**src/rtl/video_timing.sv**
```systemverilog
// Free-running raster timing generator that pulls pixels from a valid/ready source and drives a
// registered {R,G,B,DE,HSYNC,VSYNC} bus. Define VIDEO_TIMING_COLORBAR_EN for a colour-bar underflow fill.
module video_timing #(
  parameter int unsigned H_ACTIVE = 1280,
  parameter int unsigned H_FP     = 110,
  parameter int unsigned H_SYNC   = 40,
  parameter int unsigned H_BP     = 220,  // >= 64 leaves room for the encoder's data island
  parameter int unsigned V_ACTIVE = 720,
  parameter int unsigned V_FP     = 5,
  parameter int unsigned V_SYNC   = 5,
  parameter int unsigned V_BP     = 20
) (
  input  logic        clk,
  input  logic        resetq,
  input  logic [23:0] pix_rgb,
  input  logic        pix_valid,
  output logic        pix_ready,
  output logic [26:0] dd1,
  output logic        sof,
  output logic        underflow
);

  localparam int unsigned H_TOTAL  = H_ACTIVE + H_FP + H_SYNC + H_BP;
  localparam int unsigned V_TOTAL  = V_ACTIVE + V_FP + V_SYNC + V_BP;
  localparam int unsigned HW       = $clog2(H_TOTAL);
  localparam int unsigned VW       = $clog2(V_TOTAL);
  localparam int unsigned HS_START = H_ACTIVE + H_FP;
  localparam int unsigned HS_END   = HS_START + H_SYNC;
  localparam int unsigned VS_START = V_ACTIVE + V_FP;
  localparam int unsigned VS_END   = VS_START + V_SYNC;

  logic [HW-1:0] hc;
  logic [VW-1:0] vc;
  logic          h_last;
  logic          v_last;
  logic          de;
  logic          hs;
  logic          vs;
  logic          frame_start;
  logic [23:0]   fill_rgb;
  logic [23:0]   rgb_next;

  // Raster decode of the current source position
  always_comb begin
    h_last      = (hc == HW'(H_TOTAL - 1));
    v_last      = (vc == VW'(V_TOTAL - 1));
    de          = (hc < HW'(H_ACTIVE)) && (vc < VW'(V_ACTIVE));
    hs          = (hc >= HW'(HS_START)) && (hc < HW'(HS_END));
    vs          = (vc >= VW'(VS_START)) && (vc < VW'(VS_END));
    frame_start = (hc == '0) && (vc == '0);
  end

  assign pix_ready = de;

  // Pixel source select: upstream pixel, underflow fill, or black in blanking
  always_comb begin
    rgb_next = 24'h000000;
    if (de) begin
      rgb_next = pix_valid ? pix_rgb : fill_rgb;
    end
  end

  // Horizontal / vertical counters; vc advances on the hc wrap
  always_ff @(posedge clk or negedge resetq) begin
    if (!resetq) begin
      hc <= '0;
      vc <= '0;
    end else if (h_last) begin
      hc <= '0;
      vc <= v_last ? '0 : vc + VW'(1);
    end else begin
      hc <= hc + HW'(1);
    end
  end

  // Registered video bus, frame marker and sticky underflow (set beats the sof clear)
  always_ff @(posedge clk or negedge resetq) begin
    if (!resetq) begin
      dd1       <= '0;
      sof       <= 1'b0;
      underflow <= 1'b0;
    end else begin
      dd1 <= {rgb_next, de, hs, vs};
      sof <= frame_start;
      if (de && !pix_valid) begin
        underflow <= 1'b1;
      end else if (frame_start) begin
        underflow <= 1'b0;
      end
    end
  end

`ifdef VIDEO_TIMING_COLORBAR_EN
  localparam int unsigned BAR_W = H_ACTIVE / 8;
  localparam int unsigned PW    = (BAR_W > 1) ? $clog2(BAR_W) : 1;

  logic [PW-1:0] bar_pos;
  logic [3:0]    bar_idx;  // 8 marks the leftover pixels past the last bar

  // Bar stepping across the active part of the line, restarted for every hc=0
  always_ff @(posedge clk or negedge resetq) begin
    if (!resetq) begin
      bar_pos <= '0;
      bar_idx <= '0;
    end else if (h_last) begin
      bar_pos <= '0;
      bar_idx <= '0;
    end else if ((hc < HW'(H_ACTIVE)) && (bar_idx < 4'd8)) begin
      if (bar_pos == PW'(BAR_W - 1)) begin
        bar_pos <= '0;
        bar_idx <= bar_idx + 4'd1;
      end else begin
        bar_pos <= bar_pos + PW'(1);
      end
    end
  end

  always_comb begin
    fill_rgb = 24'h000000;
    if (BAR_W != 0) begin
      case (bar_idx)
        4'd0:    fill_rgb = 24'hFFFFFF;
        4'd1:    fill_rgb = 24'hFFFF00;
        4'd2:    fill_rgb = 24'h00FFFF;
        4'd3:    fill_rgb = 24'h00FF00;
        4'd4:    fill_rgb = 24'hFF00FF;
        4'd5:    fill_rgb = 24'hFF0000;
        4'd6:    fill_rgb = 24'h0000FF;
        default: fill_rgb = 24'h000000;
      endcase
    end
  end
`else
  always_comb begin
    fill_rgb = 24'h000000;
  end
`endif

endmodule

```
**config.mk**
```make
export PLATFORM = sky130hd
export DESIGN_NAME = video_timing
export DESIGN_NICKNAME = d
export VERILOG_FILES = /design/src/rtl/video_timing.sv
export SDC_FILE = /design/constraint.sdc
export NUM_CORES = 1
export LEC_CHECK = 0
export CAP_MARGIN = 20
export CORE_MARGIN = 8
export CORE_UTILIZATION = 48
export DETAILED_ROUTE_END_ITERATION = 8
export PLACE_DENSITY = 0.79
export SYNTH_ARGS = -nofsm -noshare
export SYNTH_HDL_FRONTEND = slang
export SYNTH_SLANG_ARGS = --single-unit
```
**constraint.sdc**
```tcl
create_clock -name clk -period 2.2 [get_ports clk]
set_input_delay 0.22 -clock clk [delete_from_list [all_inputs] [get_ports clk]]
set_output_delay 0.22 -clock clk [all_outputs]
set_load 0.02 [all_outputs]
```
---- After elaboration in Yosys (flattened, before gate mapping) ----
Index checks and enable logic that the tools add are counted.
W data, S select, Z words.
cells by class
  add/subtract/negate cells ............... 2
  $lt $le $gt $ge ......................... 6
  equality and inequality tests ........... 2
  multiplexer cells ....................... 6
  reductions and logical operators ........ 9
operators with widths
  kind                     count
  $mux W24                 2
  $lt A11 B11 Y1 const B   2
  $lt A10 B10 Y1 const B   2
  $add A11 B1 Y11 const B  1
  $eq A11 B11 Y1 const B   1
  $ge A11 B11 Y1 const B   1
  $logic_not A11 Y1        1
  $mux W11                 1
  $add A10 B1 Y10 const B  1
  $eq A10 B10 Y1 const B   1
  $ge A10 B10 Y1 const B   1
  $logic_not A10 Y1        1
  $mux W10                 1
  $logic_and A1 B1 Y1      5
  $mux W1                  2
  $reduce_bool A2 Y1       1
  $logic_not A1 Y1         1
storage, ports and cells
  register bits ........................... 50
  input bits .............................. 27
  output and inout bits ................... 30
  word-level logic and storage cells ...... 30

---- Logic depth before layout (Yosys ltp) ----
Gate-level depths: netlist of run 1.
  word-level depth ........................ 4
  depth in mapped cells ................... 7

---- Worst setup path before layout of run 1 ----
No wires, ideal clock.
  path type ............................... register to register
  from .................................... register hc[7]
  to ...................................... register vc[7]
  arrival time ............................ 1716 ps
  data required time ...................... 2082 ps
  setup slack ............................. 366 ps
  stages on the path, launching flop included .. 6
  path buffers ............................ 1
  clock period less this slack ............ 1834 ps
  cells stage by stage .................... dfrtp_1 or4_4 or3_1 buf_6 o2bb2ai_1 a21o_1
on the way
  longest elaborated chain between the ends .. 1
ends and longest elaborated chain
  what                      RTL line  text
  start: declaration        32        logic [HW-1:0] hc;
  start signal: assignment  72        hc <= hc + HW'(1);
  $eq A11 B11 Y1            45        h_last = (hc == HW'(H_TOTAL - 1));
  end signal: assignment    70        vc <= v_last ? '0 : vc + VW'(1);
  end: declaration          33        logic [VW-1:0] vc;
No other way between the ends.
A chain may end at the register's enable or synchronous reset.

---- Worst setup path after layout of run 1 ----
  from .................................... register vc[5]
  to ...................................... output pix_ready
on the way
  longest elaborated chain between the ends .. 2
ends and longest elaborated chain
  what                 RTL line  text
  $lt A10 B10 Y1       47        de = (hc < HW'(H_ACTIVE)) && (vc < VW'(V_ACTIVE));
  $logic_and A1 B1 Y1  47
  end: declaration     17        output logic pix_ready,
No other way between the ends.

==> results.md, run 1 <==
- Ports: 57
- RSZ-0062 raised after global routing: false
- Worst Skew: 0.00827 ns
- Worst vdd ir: 0.371 mV
- Sum Neg Setup Slack: 0 ns
- Post-synth EDFFs: 0
- CP Max Fanout: 8
- Filler cell count: 348
- Setup CP Type: register to primary output
- Synth top area share: 57.1%
- Routed WL: 4930 um
- DRT antenna net count: 0
- CTS tree: built
- Mapped cell area: 2190 um2
- Outcome: finished clean
- CP endpoint kind: primary output
- Synth cell types: 44
- Hold Crit Class: primary input to register
- Vias in the first global route: 1,783
- Largest net degree at the start of global routing: 31
- Hpwl dp: 3690 um
- Die area: 6990 um2
- Area post-placement: 2810 um2
- Initial Util: 50.0%
- Synth top cells by count: 50 x dfrtp_1, 25 x and2_1, 12 x nand2_1
- GPL Wtd Cong: 0.805
- Die height: 83.6 um
- CTS H-tree lvls: 2
- WP data arrival: 1.74 ns
- Die width: 83.6 um
- Core Area: 4380 um2
- Row cnt: 24
- Initial antenna violation count: 0
- Slew HR: 54.7%
- Later-pin clock latency in the skew report: 0.30 ns
- Top-count cell post-synth: dfrtp_1
- Warning count from the yosys run: 0
- Area leader, netlist: dfrtp_1
- Min cycle time layout: 1.96 ns
- Gr ovfl total: 0
- ANT cells: 0
- Total track usage: 14.5%
- Syn nets: 231
- Max cap viols: 0
- Slew Viols, Final: 0
- Final setup viols: 0
- Fin crit share: 89.1%
- Hold Vio Cnt, Final: 0
- Ranking of synthesized cells by area: dfrtp_1 57%, and2_1 7.1%, ha_1 4.0%
- Worst slew pin tran: 0.679 ns
- Worst Path Required: 1.98 ns
- Worst hold path depth: 2
- Max Clock Freq: 510 MHz
- Synth-to-Final Area Change: 33.5%
- CTS buffer count: 5
- Longest Clk Path Bufs: 2
- Post-Syn Area per Cell: 11.1 um2
- Layout Nets: 291
- Routed len/inst: 15.9 um
- R2R depth: 4
- Syn Inst Count: 197
- Root buffer cell: clkbuf_8
- Routed vias: 1,692
- Sink Count: 50
- Initial DRC count: 178
- Via-per-instance ratio: 5.46
- Post-route cell area: 2930 um2
- Share of flip-flops with an asynchronous set or reset: 100%
- Drt drc: 0
- Ys flop type: dfrtp_1
- Port Buffer Count: 56
- Drt pass-1 iters: 4
- Worst-path clk slew: 0.09 ns
- Power per standard cell area: 596 nW/um2
- Layout cells sized above 1: 8.14%
- Synthesized flop and latch total: 50
- Sequential-to-total area share from yosys stat: 57.1%
- Hold WS: 0.468 ns
- Leakage: 1.30 nW
- First-pass GRT wire length: 8510 um
- Startpoint Class: register
==> per-layer routing <==
metal / global-route usage (%) / part of all wire (%)
met5: 0 / 0
met4: 4.55 / 1.1
met3: 9.86 / 14
met2: 20.7 / 44
met1: 17.1 / 41
==> logic make-up after synthesis <==
family	count (synthesis)	share of synthesized area [%]
AOI/OAI and AO/OA	32	9.99
xor gates and xnor gates	7	2.80
adders and majority gates	7	4.00
buffers and inverters	18	3.48
DFF	50	57.1
muxes	1	0.514
and+or+nand+nor	82	22.1
==> cell type report <==
cell class | instances | area (um2) | share of cell area (%)
multi-input cells | 129 | 865 | 29.5
clock buffers | 6 | 72.6 | 2.48
flip-flops and latches | 50 | 1250 | 42.8
repair buffers | 62 | 602 | 20.6
inverters | 9 | 33.8 | 1.15
well taps | 52 | 65.1 | 2.22
clock inverters | 2 | 37.5 | 1.28
==> state kept, by name (all words and copies together) (netlist names) <==
register and cells:
sof 1, underflow 1, vc 10, hc 11
dd1 27
==> power breakdown <==
part           internal, mW  total [mW]  switching, mW
Sequential            0.940       0.946        0.00555
Combinational        0.0906       0.163         0.0724
Clock                 0.339       0.636          0.297
Total                  1.37        1.75          0.375
==> placed cells by master, fill, tap and decap left out, types with 3 or more instances in the layout <==
cell | netlist | layout
nor4_1 | 3 | 3
o21ai_0 | 8 | 8
nand3_1 | 8 | 8
xnor2_1 | 4 | 4
nor2_1 | 8 | 8
nor3_1 | 5 | 5
buf_4 | 0 | 5
clkdlybuf4s50_1 | 0 | 54
nand2_1 | 12 | 12
xor2_1 | 3 | 3
a21oi_1 | 4 | 4
nand4_1 | 4 | 4
a21o_1 | 3 | 3
inv_1 | 9 | 9
dfrtp_1 | 50 | 50
clkbuf_8 | 0 | 5
ha_1 | 7 | 7
and2_1 | 25 | 25
==> repair_timing <==
item | in CTS | in global routing
endpoints found under the hold margin | 29 | 0
gates resized for setup | 1 | 0
hold buffers | 1 | 0
setup buffers | 0 | 0
endpoints found under the setup margin | 1 | 0
==> worst paths after layout <==
kind                                  end  startpoint  slack [ns]
worst max-delay path            pix_ready       vc[5]        0.24
worst min-delay path              dd1[11]  pix_rgb[8]        0.47
worst max register to register      vc[7]       hc[7]        0.25
worst min register to register  underflow   underflow        0.53
max in group asynchronous         dd1[26]      resetq        0.98
min in group asynchronous           hc[0]      resetq        0.48
==> through the flow <==
step                util [%]  setup WS, ns  cells  power (mW)
floorplan                  -         0.366    197        1.01
global placement        64.0         0.319    301        1.13
detailed placement      64.0         0.294    301        1.13
CTS                     66.8         0.241    310        1.76
global route            66.8         0.123    310        1.82
finish                  66.8         0.241    310        1.75
==> critical path: stages (launching register included) <==
cell,delay (ns)
dfrtp_1,0.47
o211a_1,0.24
o21ai_0,0.19
nand2_1,0.10
inv_1,0.07
dlygate4sd2_1,0.36
Power figures use the tool's default switching activity.
==> run 2: changes to the inputs <==
--- a/config.mk
+++ b/config.mk
@@ -5,7 +5,6 @@
 export SDC_FILE = /design/constraint.sdc
 export NUM_CORES = 1
 export LEC_CHECK = 0
-export CAP_MARGIN = 20
 export CORE_MARGIN = 8
 export CORE_UTILIZATION = 48
 export DETAILED_ROUTE_END_ITERATION = 8
==> results of run 2 <==
The final DEF is identical to that of run 1; final timing and power are the same.
==> run 3: changes to the inputs <==
--- a/config.mk
+++ b/config.mk
@@ -6,9 +6,8 @@
 export NUM_CORES = 1
 export LEC_CHECK = 0
 export CORE_MARGIN = 8
-export CORE_UTILIZATION = 48
+export CORE_UTILIZATION = 29
 export DETAILED_ROUTE_END_ITERATION = 8
-export PLACE_DENSITY = 0.79
 export SYNTH_ARGS = -nofsm -noshare
 export SYNTH_HDL_FRONTEND = slang
 export SYNTH_SLANG_ARGS = --single-unit
==> run 3 against run 2 <==
  * Clock power is 3% higher
  * Hold slack worse by 0.032 ns
  * Register-to-register slack about the same
  * Critical endpoint unchanged
  * Largest cell class unchanged
==> results.md, run 3 (synthesis results as in run 1) <==
- Initial DRC count: 76 (was 178)
- Power per standard cell area: 588 nW/um2 (was 596 nW/um2)
- Initial antenna violation count: 0 (unchanged)
- Slew HR: 65.6% (was 54.7%)
- Final Total Pwr: 1.76 mW (was 1.75 mW)
- Sum Neg Setup Slack: 0 ns (unchanged)
- Die area: 10,600 um2 (was 6990 um2)
- Longest Clk Path Bufs: 2 (unchanged)
- Die width: 103 um (was 83.6 um)
- Leakage: 1.31 nW (was 1.30 nW)
- Worst-path clk slew: 0.09 ns (about the same)
- Layout cells sized above 1: 8.53% (was 8.14%)
- CP endpoint kind: primary output (unchanged)
- Ports: 57 (unchanged)
- Final setup viols: 0 (unchanged)
- Worst slew pin tran: 0.516 ns (was 0.679 ns)
- Clock share of power: 37.0% (was 36.5%)
- ANT cells: 0 (unchanged)
- Die height: 103 um (was 83.6 um)
- Via-per-instance ratio: 4.61 (was 5.46)
- Outcome: finished clean (unchanged)
- Core Area: 7290 um2 (was 4380 um2)
- Flop pwr share: 53.6% (was 54.2%)
- Hold Vio Cnt, Final: 0 (unchanged)
- Met2 Track Usage GR: 15.4% (was 20.7%)
- CTS H-tree lvls: 2 (unchanged)
- Max Clock Freq: 511 MHz (was 510 MHz)
- Total track usage: 10.4% (was 14.5%)
- Routed WL: 5010 um (was 4930 um)
- DRT antenna net count: 0 (unchanged)
- CTS tree: built (unchanged)
- Hold WS: 0.436 ns (was 0.468 ns)
- R2R depth: 4 (unchanged)
- Top delay family on crit path: flip-flops (unchanged)
- Startpoint Class: register (unchanged)
- Pre-CTS setup slack: 0.256 ns (was 0.294 ns)
- Routed vias: 1,645 (was 1,692)
- Layout Nets: 291 (unchanged)
- Drt pass-1 iters: 4 (unchanged)
- CTS buffer count: 5 (unchanged)
- Commonest non-fill, non-tap cells in the layout: 54 x clkdlybuf4s50_1, 50 x dfrtp_1, 25 x and2_1 (unchanged)
- RSZ-0062 raised after global routing: false (unchanged)
- Buffers & Inverters on Critical Path: 2 (unchanged)
- Hold Crit Class: primary input to async pin (was primary input to register)
- Worst path slowest cell: dfrtp_1 (unchanged)
- Port Buffer Count: 56 (unchanged)
- Final setup margin: 0.245 ns (was 0.241 ns)
- Switching pwr: 390 uW (was 375 uW)
- Worst Skew: 0.00486 ns (was 0.00827 ns)
- Worst Path Required: 1.98 ns (about the same)
- Setup Buffers After CTS: 0 (unchanged)
- Hpwl dp: 3830 um (was 3690 um)
- Vias in the first global route: 1,777 (was 1,783)
- Min cycle time layout: 1.96 ns (about the same)
- GRT busiest layer: met2 (unchanged)
- Switching part of the total: 22.1% (was 21.5%)
- Filler cell count: 743 (was 348)
- WP depth: 5 (unchanged)
- GPL Wtd Cong: 0.785 (was 0.805)
- Worst vdd ir: 0.263 mV (was 0.371 mV)
- Logic pwr share: 9.4% (was 9.3%)
- Initial Util: 30.1% (was 50.0%)
- Synth-to-Final Area Change: 36.9% (was 33.5%)
- Routed len/inst: 14.0 um (was 15.9 um)
- Max reg flops: 27 (unchanged)
- Max cap viols: 0 (unchanged)
- Drt drc: 0 (unchanged)
- Setup CP Type: register to primary output (unchanged)
- CP Max Fanout: 8 (unchanged)
- WP data arrival: 1.74 ns (about the same)
- Met1 Resource Use GR: 12.2% (was 17.1%)
- Gr ovfl total: 0 (unchanged)
- First-pass GRT wire length: 8670 um (was 8510 um)
- Met3 Resource Use GR: 6.28% (was 9.86%)
- Utilization after layout: 41.1% (was 66.8%)
- Later-pin clock latency in the skew report: 0.30 ns (about the same)
- Most common library cell in the layout ignoring fill and taps: clkdlybuf4s50_1 (unchanged)
- Largest net degree at the start of global routing: 31 (unchanged)
- Internal: 1.37 mW (about the same)
- Sink Count: 50 (unchanged)
- Largest Register: dd1 (unchanged)
- Slew Viols, Final: 0 (unchanged)
- Fin crit share: 88.9% (was 89.1%)
- Row cnt: 31 (was 24)
- Largest registers: dd1: 27 flops, hc: 11 flops, vc: 10 flops (unchanged)
- CP Cell Sequence: o211a_1, o21ai_0, nand2_1, inv_1, dlygate4sd2_1 (unchanged)
- Slowest stage delay, CP: 0.48 ns (was 0.47 ns)
- Root buffer cell: clkbuf_8 (unchanged)
run 3: area by class of cell:
class / instances / area [um2] / share of cell area (%)
clock buffers: 5 / 68.8 / 2.29
clock inverters: 3 / 43.8 / 1.46
inverters: 9 / 33.8 / 1.13
multi-input cells: 129 / 865 / 28.8
flip-flops and latches: 50 / 1250 / 41.7
well taps: 99 / 124 / 4.13
repair buffers: 62 / 614 / 20.5
run 3: path summary, 6_finish.rpt:
path / start / slack, ns / endpoint
max in group asynchronous: resetq / 1.23 / dd1[12]
setup / recovery: vc[5] / 0.24 / pix_ready
min in group clk: pix_rgb[19] / 0.46 / dd1[22]
hold reg to reg: underflow / 0.53 / underflow
hold / removal: resetq / 0.44 / hc[6]
setup reg to reg: hc[7] / 0.25 / vc[7]
run 3: what timing repair did:
item,in CTS,in global routing
resized for setup,1,0
setup endpoints to repair,1,0
hold buffers,1,0
hold endpoints to repair,20,0
run 3: worst register-to-register path, cell delays in order, from the launching register on:
cell	delay [ns]
dfrtp_1	0.45
or4_4	0.59
or3_1	0.48
o2bb2ai_1	0.17
a21o_1	0.16
run 3: stage by stage:
step           cells  cell area [um2]
6_report         357             3000
5_1_grt          357             3000
3_3_place_gp     348             2880
3_5_place_dp     348             2880
4_1_cts          357             3000
2_1_floorplan    197             2190
run 3: layer usage:
| layer | up-vias | wire [um] |
|---|---|---|
| met5 | - | 0 |
| met2 | 59 | 2190 |
| li1 | 799 | - |
| met1 | 781 | 2160 |
| met4 | 0 | 51 |
| met3 | 6 | 608 |
run 3: power groups by stage:
| stage | logic (mW) | clock network (mW) | registers (mW) |
|---|---|---|---|
| after floorplan | 0.0186 | 0 | 0.995 |
| after global placement | 0.169 | 0 | 0.964 |
| after detailed placement | 0.168 | 0 | 0.964 |
| after CTS | 0.170 | 0.678 | 0.946 |
| after global routing | 0.180 | 0.709 | 0.949 |
| final | 0.165 | 0.653 | 0.946 |
